<file path="config.mk">
export PLATFORM = sky130hd
export DESIGN_NAME = i3_router_wrarb_rr
export DESIGN_NICKNAME = d
export VERILOG_FILES = /design/src/rtl/i3_router_wrarb_rr.sv
export SDC_FILE = /design/constraint.sdc
export NUM_CORES = 1
export LEC_CHECK = 0
export CORE_MARGIN = 3
export CORE_UTILIZATION = 25
export DETAILED_ROUTE_END_ITERATION = 10
export SLEW_MARGIN = 20
export SYNTH_ARGS = -nofsm -noshare
export SYNTH_HDL_FRONTEND = slang
export SYNTH_SLANG_ARGS = --single-unit
</file>
<file path="constraint.sdc">
create_clock -name clk -period 2.75 [get_ports clk]
set_input_delay 0.275 -clock clk [delete_from_list [all_inputs] [get_ports clk]]
set_output_delay 0.275 -clock clk [all_outputs]
set_load 0.02 [all_outputs]
</file>
<file path="src/rtl/i3_router_wrarb_rr.sv">
// Packet-level round-robin write arbiter: three input ports share one output FIFO.
// Optional per-port tail counters on pkt_cnt when WRARB_PKTCNT_EN is defined.
module i3_router_wrarb_rr #(
  parameter int unsigned TIMEOUT = 64,
  parameter int unsigned TO_W    = 7
) (
  input  logic       clk,
  input  logic       rst,
  input  logic       input_req1,
  input  logic       input_req2,
  input  logic       input_req3,
  input  logic [2:0] head1,
  input  logic [2:0] head2,
  input  logic [2:0] head3,
  input  logic       FIFO_full,
  output logic       input_bussy1,
  output logic       input_bussy2,
  output logic       input_bussy3,
  output logic       FIFO_wr,
  output logic [1:0] select,
  output logic [1:0] owner,
  output logic       proto_err,
`ifdef WRARB_PKTCNT_EN
  output logic       timeout,
  output logic [47:0] pkt_cnt
`else
  output logic       timeout
`endif
);

  typedef enum logic {IDLE, LOCK} state_t;

  localparam logic [2:0]      T_HEAD = 3'b001;
  localparam logic [2:0]      T_BODY = 3'b010;
  localparam logic [2:0]      T_TAIL = 3'b110;
  localparam logic [TO_W-1:0] TO_VAL = TO_W'(TIMEOUT);

  state_t          r_state;
  logic [1:0]      r_owner;
  logic [1:0]      r_rr;
  logic [TO_W-1:0] r_wd;
  logic            r_proto_err;
  logic            r_timeout;

  logic [3:0]       w_req;
  logic [3:0][2:0]  w_typ;
  logic [2:0]       w_cand;
  logic             w_any;
  logic [1:0]       w_win;
  logic             w_oreq;
  logic [2:0]       w_otyp;
  logic             w_body;
  logic             w_tail;
  logic             w_bad;
  logic             w_owr;
  logic [TO_W-1:0]  w_wd_nxt;
  logic             w_expire;
  logic             w_wr;
  logic [1:0]       w_sel;
  logic [3:0]       w_busy;

  // Slot 3 is a dummy so an idle owner code (11) never indexes out of range.
  assign w_req = {1'b0, input_req3, input_req2, input_req1};
  assign w_typ = {3'b000, head3, head2, head1};

  always_comb begin
    for (int unsigned i = 0; i < 3; i++)
      w_cand[i] = w_req[i] && (w_typ[i] == T_HEAD);
  end
  assign w_any = |w_cand;

  // First candidate strictly after the rr pointer, cyclic 1->2->3->1.
  always_comb begin
    w_win = 2'd0;
    unique case (r_rr)
      2'd0:    w_win = w_cand[1] ? 2'd1 : (w_cand[2] ? 2'd2 : 2'd0);
      2'd1:    w_win = w_cand[2] ? 2'd2 : (w_cand[0] ? 2'd0 : 2'd1);
      default: w_win = w_cand[0] ? 2'd0 : (w_cand[1] ? 2'd1 : 2'd2);
    endcase
  end

  assign w_oreq   = w_req[r_owner];
  assign w_otyp   = w_typ[r_owner];
  assign w_body   = w_oreq && ((w_otyp == T_BODY) || (w_otyp == T_TAIL));
  assign w_tail   = w_oreq && (w_otyp == T_TAIL);
  assign w_bad    = (r_state == LOCK) && w_oreq && !w_body;
  assign w_owr    = (r_state == LOCK) && w_body && !FIFO_full;
  assign w_wd_nxt = (r_wd == '1) ? r_wd : r_wd + 1'b1;
  assign w_expire = (TIMEOUT != 0) && (w_wd_nxt == TO_VAL);

  always_comb begin
    w_wr   = 1'b0;
    w_sel  = 2'b00;
    w_busy = '1;
    if (!rst) begin
      unique case (r_state)
        IDLE: begin
          if (!FIFO_full && w_any) begin
            w_wr          = 1'b1;
            w_sel         = w_win;
            w_busy[w_win] = 1'b0;
          end
        end
        LOCK: begin
          w_sel = r_owner;
          if (w_body) begin
            w_wr            = !FIFO_full;
            w_busy[r_owner] = FIFO_full;
          end else if (w_bad) begin
            w_busy[r_owner] = 1'b0;
          end
        end
        default: ;
      endcase
    end
  end

  // Priority inside LOCK: protocol error, then owner write (tail), then watchdog.
  always_ff @(posedge clk) begin
    if (rst) begin
      r_state     <= IDLE;
      r_owner     <= 2'b11;
      r_rr        <= 2'd2;
      r_wd        <= '0;
      r_proto_err <= 1'b0;
      r_timeout   <= 1'b0;
    end else begin
      r_proto_err <= 1'b0;
      r_timeout   <= 1'b0;
      unique case (r_state)
        IDLE: begin
          r_wd <= '0;
          if (!FIFO_full && w_any) begin
            r_state <= LOCK;
            r_owner <= w_win;
            r_rr    <= w_win;
          end
        end
        LOCK: begin
          if (w_bad) begin
            r_state     <= IDLE;
            r_owner     <= 2'b11;
            r_wd        <= '0;
            r_proto_err <= 1'b1;
          end else if (w_owr) begin
            r_wd <= '0;
            if (w_tail) begin
              r_state <= IDLE;
              r_owner <= 2'b11;
            end
          end else if (w_expire) begin
            r_state   <= IDLE;
            r_owner   <= 2'b11;
            r_wd      <= '0;
            r_timeout <= 1'b1;
          end else begin
            r_wd <= w_wd_nxt;
          end
        end
        default: r_state <= IDLE;
      endcase
    end
  end

  assign input_bussy1 = w_busy[0];
  assign input_bussy2 = w_busy[1];
  assign input_bussy3 = w_busy[2];
  assign FIFO_wr      = w_wr;
  assign select       = w_sel;
  assign owner        = rst ? 2'b11 : r_owner;
  assign proto_err    = !rst && r_proto_err;
  assign timeout      = !rst && r_timeout;

`ifdef WRARB_PKTCNT_EN
  logic [2:0][15:0] r_cnt;

  always_ff @(posedge clk) begin
    if (rst) begin
      r_cnt <= '0;
    end else if (w_owr && w_tail) begin
      unique case (r_owner)
        2'd0:    r_cnt[0] <= r_cnt[0] + 16'd1;
        2'd1:    r_cnt[1] <= r_cnt[1] + 16'd1;
        default: r_cnt[2] <= r_cnt[2] + 16'd1;
      endcase
    end
  end

  assign pkt_cnt = r_cnt;
`endif

endmodule
</file>
# After elaboration in Yosys (flattened, before gate mapping)

Index checks and enable logic that the tools add are counted.

Add/sub/neg operators: 1
Order comparisons: 4
Equality and inequality tests: 11
Mux-type cells: 46
Bitwise gates (word level): 4
Reduce and logical (&&, ||, !) cells: 24

Operators by type and width:

| cell                                                                         | count |
|---|---|
| 7-bit two-way mux                                                            | 4 |
| 2-bit two-way mux                                                            | 13 |
| 3-bit two-way mux                                                            | 5 |
| 7-bit == test, second input constant                                         | 2 |
| 1-bit logical AND                                                            | 14 |
| 7-bit one-hot mux with 2 select lines                                        | 1 |
| 1-bit two-way mux                                                            | 13 |
| 2-bit one-hot mux with 2 select lines                                        | 3 |
| 3-bit by 1-bit == test with 1-bit output, second input constant              | 3 |
| 7-bit by 1-bit adder with 7-bit output, second input constant                | 1 |
| 3-bit binary-select mux with 2-bit select                                    | 1 |
| 2-bit by 3-bit less-than comparator with 1-bit output, second input constant | 2 |
| 3-bit NOT                                                                    | 2 |
| 3-bit one-hot mux with 2 select lines                                        | 1 |
| 1-bit demux with 2-bit select                                                | 2 |
| 2-bit by 1-bit >= comparator with 1-bit output, second input constant        | 2 |
| 4-bit by 1-bit != test with 1-bit output, second input constant              | 1 |
| 4-bit != test, second input constant                                         | 1 |
| 1-bit one-hot mux with 2 select lines                                        | 2 |
| 4-bit OR reduction                                                           | 1 |
| 3-bit by 2-bit == test with 1-bit output, second input constant              | 1 |
| 3-bit == test, second input constant                                         | 1 |
| 1-bit zero test                                                              | 3 |
| 3-bit bitwise OR                                                             | 1 |
| other kinds (10)                                                             | 10 |

Register bits: 14
Bits of input ports: 15
Output and inout bits: 10
Word-level logic and storage cells: 96

# Logic depth before layout (Yosys ltp)

Gate-level depths: netlist of the first run.

Depth after elaboration: 13
Mapped depth: 7
Depth with buffers taken out: 6

# Worst setup path after synthesis of the first run

Ideal clock, no wire load.

Path type: reg2out
Start point: reg r_owner[1]
End point: out input_bussy2
Data arrival time: 1.733 ns
Required time: 2.475 ns
Slack: 0.742 ns
Cell stages (with the launch flop): 7
Buffers on the path: 1
Cell sequence: dfxtp_1 > buf_6 > and4bb_4 > or3_4 > a211oi_4 > nand3_1 > o32a_1

Longest elaborated chain between the ends: 11
Elaborated cells between the ends (all ways): 22
Those cells by class: order compare: 2; eq/ne: 2; mux: 10; bitwise: 2; reduce/logical: 6

Ends and longest elaborated chain:

| item                                                                             | RTL line | source |
|---|---|---|
| start: declaration                                                               | 39       | `logic [1:0] r_owner;` |
| start signal: assignment                                                         | 135      | `r_owner <= w_win;` |
| 3-bit binary-select mux with 2-bit select                                        | 83       | `assign w_otyp = w_typ[r_owner];` |
| 3-bit two-way mux (not written as such)                                          | 83       |  |
| 3-bit by 2-bit == test with 1-bit output / 3-bit == test (equally long branches) | 84       | `assign w_body = w_oreq && ((w_otyp == T_BODY) \|\| (w_otyp == T_TAIL));` |
| 1-bit logical OR                                                                 | 84       |  |
| 1-bit logical AND                                                                | 84       |  |
| 1-bit zero test                                                                  | 86       | `assign w_bad = (r_state == LOCK) && w_oreq && !w_body;` |
| 1-bit logical AND                                                                | 86       |  |
| 3-bit two-way mux                                                                | 109      | `end else if (w_bad) begin` |
| 3-bit two-way mux *                                                              | 106      | `if (w_body) begin` |
| 3-bit one-hot mux with 2 select lines *                                          | 96       | `unique case (r_state)` |
| 3-bit two-way mux *                                                              | 95       | `if (!rst) begin` |
| end: declaration                                                                 | 17       | `output logic input_bussy2,` |

Mark *: on every way between the ends. The rest lies on a longest branch, timed or not. The select of a mux whose other input is x is not followed.

# Worst setup path after layout of the first run

Start point: in head3[1]
End point: out FIFO_wr

Longest elaborated chain between the ends: 8
Elaborated cells between the ends (all ways): 14
Those cells by class: eq/ne: 3; mux: 6; reduce/logical: 5

Ends and longest elaborated chain:

| item                                                                             | RTL line | source |
|---|---|---|
| start: declaration                                                               | 14       | `input logic [2:0] head3,` |
| 3-bit binary-select mux with 2-bit select                                        | 83       |  |
| 3-bit two-way mux (not written as such)                                          | 83       |  |
| 3-bit by 2-bit == test with 1-bit output / 3-bit == test (equally long branches) | 84       |  |
| 1-bit logical OR                                                                 | 84       |  |
| 1-bit logical AND                                                                | 84       |  |
| 1-bit two-way mux                                                                | 106      |  |
| 1-bit one-hot mux with 2 select lines *                                          | 96       |  |
| 1-bit two-way mux *                                                              | 95       |  |
| end: declaration                                                                 | 19       | `output logic FIFO_wr,` |

Marked as above.

==> metrics.cfg, run 1 <==
[layout]
drive_above_1_share_pct=19.75
fin_area_um2=1525
design.final.nets=179
diodes=0
area.growth.synth_to_final_pct=40.76

[detailed_routing]
first_pass_iters=4
drtIter0Drc=40
remaining_drc_errors=0
num_vias=1099
via_per_inst=5.184
antenna_left=0
wl_per_cell_um=14.89
finalWirelength_um=3156

[power_and_ir_drop]
total_power_mw=0.5940
ir_drop_mv=0.2802
powerDensity_nw_per_um2=389.4
p_leak_nw=0.5793

[global_routing]
grt_max_degree=14
grt_pass1_vias=1126
use_met3_pct=2.665
grt_util_met1_pct=15.52
grt_pass1_wl_um=5257
grt_use_total_pct=12.58
gr-total-overflow=0
top_usage_layer=met2
use_met2_pct=22.14
antenna_found_initial=0

[cts]
cts.reportedPaths.clkPinSlew_ns=0.06
cts.htree.levels=1
cts_tree=built
clock_path_buffers=2
clk_latency_ns=0.24
hold_buffers=0
cts-root-buf=clkbuf_8
cts_buffers=3
cts.sink_count=14

[synth]
yosysTopAreaCell=dfxtp_1
synth.most_common_cell=dfxtp_1
ys_types=47
ys_seq_elements=14
yosys_warnings=0
synth_edf_count=0
synth_cells=124
ys_async_sr_fraction_pct=0
synth_nets=140
ys_seq_area_share_pct=25.87
synth_area_leaders=dfxtp_1 (26%), nand3_1 (3.7%), nor2_1 (3.5%), nand4bb_1 (3.1%), and4bb_4 (3.0%)
yosysTopAreaCellShare_pct=25.87
syn-cell-area_um2=1084
ys.flop_type=dfxtp_1
synth_area_per_cell_um2=8.738
netlist_top_cells_count=dfxtp_1 (14), nor2_1 (10), nand3_1 (8)

[floorplan]
die_h_um=71.84
row_count=23
die_w_um=71.84
core_area_um2=4086
die_area_um2=5160
ios=25
initial_core_util_pct=26.52

[placement]
portBuffers=24
dpl_cell_area_um2=1464
hpwl_um=2524
gp_congestion=0.8455
place_ws_ns=-0.08911

[min_path]
hold_class=reg -> reg

[critical_path]
worstSetupStartpointType=primary input
worst-path-max-fanout=4
arrival_ns=2.40
path_class=in -> out
worstPathRequired_ns=2.48
end_kind=primary output

[run]
max_cap_violations=0

[timing]
slew_viol_final=0
slew_headroom_pct=60.84
finalClockSkew_ns=0.0006966
setup_ws_ns=0.07015
timing.fmax_mhz=373.2
finalCritPeriodShare_pct=97.45
setup_viol=0
worstMarginPinSlew_ns=0.5865
hold_viol_final=0
rsz0062_at_grt=no
period_minus_slack_ns=2.680

[run_status]
status=finished clean

[worst paths after layout]
| check | start | endpoint | slack, ns | depth (start not counted) |
|---|---|---|---|---|
| hold reg to reg | r_rr[0] | r_rr[0] | 0.53 | 2 |
| hold / removal | r_rr[0] | r_rr[0] | 0.53 | 2 |
| setup / recovery | head3[1] | FIFO_wr | 0.07 | 6 |
| setup reg to reg | r_wd[0] | r_wd[5] | 0.62 | 6 |
[final cells by class]
| class | count | area (µm²) |
|---|---|---|
| clock buffer | 4 | 55.05 |
| tap | 50 | 62.56 |
| timing repair buffer | 39 | 354.1 |
| sequential | 14 | 280.3 |
| fill | 421 | 2561 |
| inverter | 4 | 15.01 |
| multi-input combinational | 101 | 758.2 |
[metal layers]
metal | vias up | part of all wire (%)
li1 | 561 | -
met5 | - | 0
met1 | 509 | 46
met3 | 2 | 5.9
met4 | 0 | 0.41
met2 | 27 | 48
[layout by cell type, fill, tap and decap left out, types with 3 or more instances in the layout]
master and instances:
a211oi_1 3, a21oi_1 6, a311oi_1 3, and3_1 3, buf_4 15, clkbuf_8 4
clkdlybuf4s50_1 19, dfxtp_1 14, dlygate4sd2_1 3, inv_1 4, mux2i_1 3, nand2_1 7
nand3_1 8, nor2_1 10, nor2b_1 4, nor3_1 6, o21ai_0 6, o31ai_1 3
[registers in the layout, summed over array words and instances (netlist names)]
signal,count
r_owner,2
r_proto_err,1
r_rr,2
r_state,1
r_timeout,1
r_wd,7
[kinds of logic after synthesis]
family	after synthesis	share of synthesized area [%]
adders and majority gates	1	1.155
xor gates and xnor gates	1	0.8085
AOI/OAI and AO/OA	38	29.56
and+or+nand+nor	58	35.22
buffers and inverters	9	4.618
muxes	3	2.771
DFF	14	25.87
[worst max-delay path: stages]
cell	delay, ns
clkdlybuf4s50_1	0.43
nand4bb_1	0.28
a311o_1	0.45
buf_4	0.17
a21oi_1	0.16
clkdlybuf4s50_1	0.64
[through the flow]
step | std cells | hold WS, ns | setup TNS (ns) | utilization (%)
finish | 212 | 0.5259 | 0 | 37.32
global route | 212 | 0.5576 | 0 | 37.32
CTS | 212 | 0.5265 | 0 | 37.20
detailed placement | 208 | 0.5132 | -0.2094 | 35.82
global placement | 208 | 0.5008 | -0.1487 | 35.82
floorplan | 124 | 0.4319 | 0 | -
[what timing repair did]
action / CTS / global route
gates cloned: 0 / 0
setup endpoints to repair: 4 / 2
gates resized for setup: 4 / 2
buffers inserted: 0 / 0
[where the power goes]
group / switching [mW] / internal (mW)
Sequential: 0.0179 / 0.212
Clock: 0.0694 / 0.127
Combinational: 0.0772 / 0.0912
Total: 0.165 / 0.429
(Power assumes the default switching activity.)
==> run 2: changes to the inputs <==
--- a/config.mk
+++ b/config.mk
@@ -8,6 +8,7 @@
 export CORE_MARGIN = 3
 export CORE_UTILIZATION = 25
 export DETAILED_ROUTE_END_ITERATION = 10
+export HOLD_SLACK_MARGIN = 0.05
 export SLEW_MARGIN = 20
 export SYNTH_ARGS = -nofsm -noshare
 export SYNTH_HDL_FRONTEND = slang
==> results of run 2 <==
No change in the layout: final DEF, timing and power equal those of run 1.
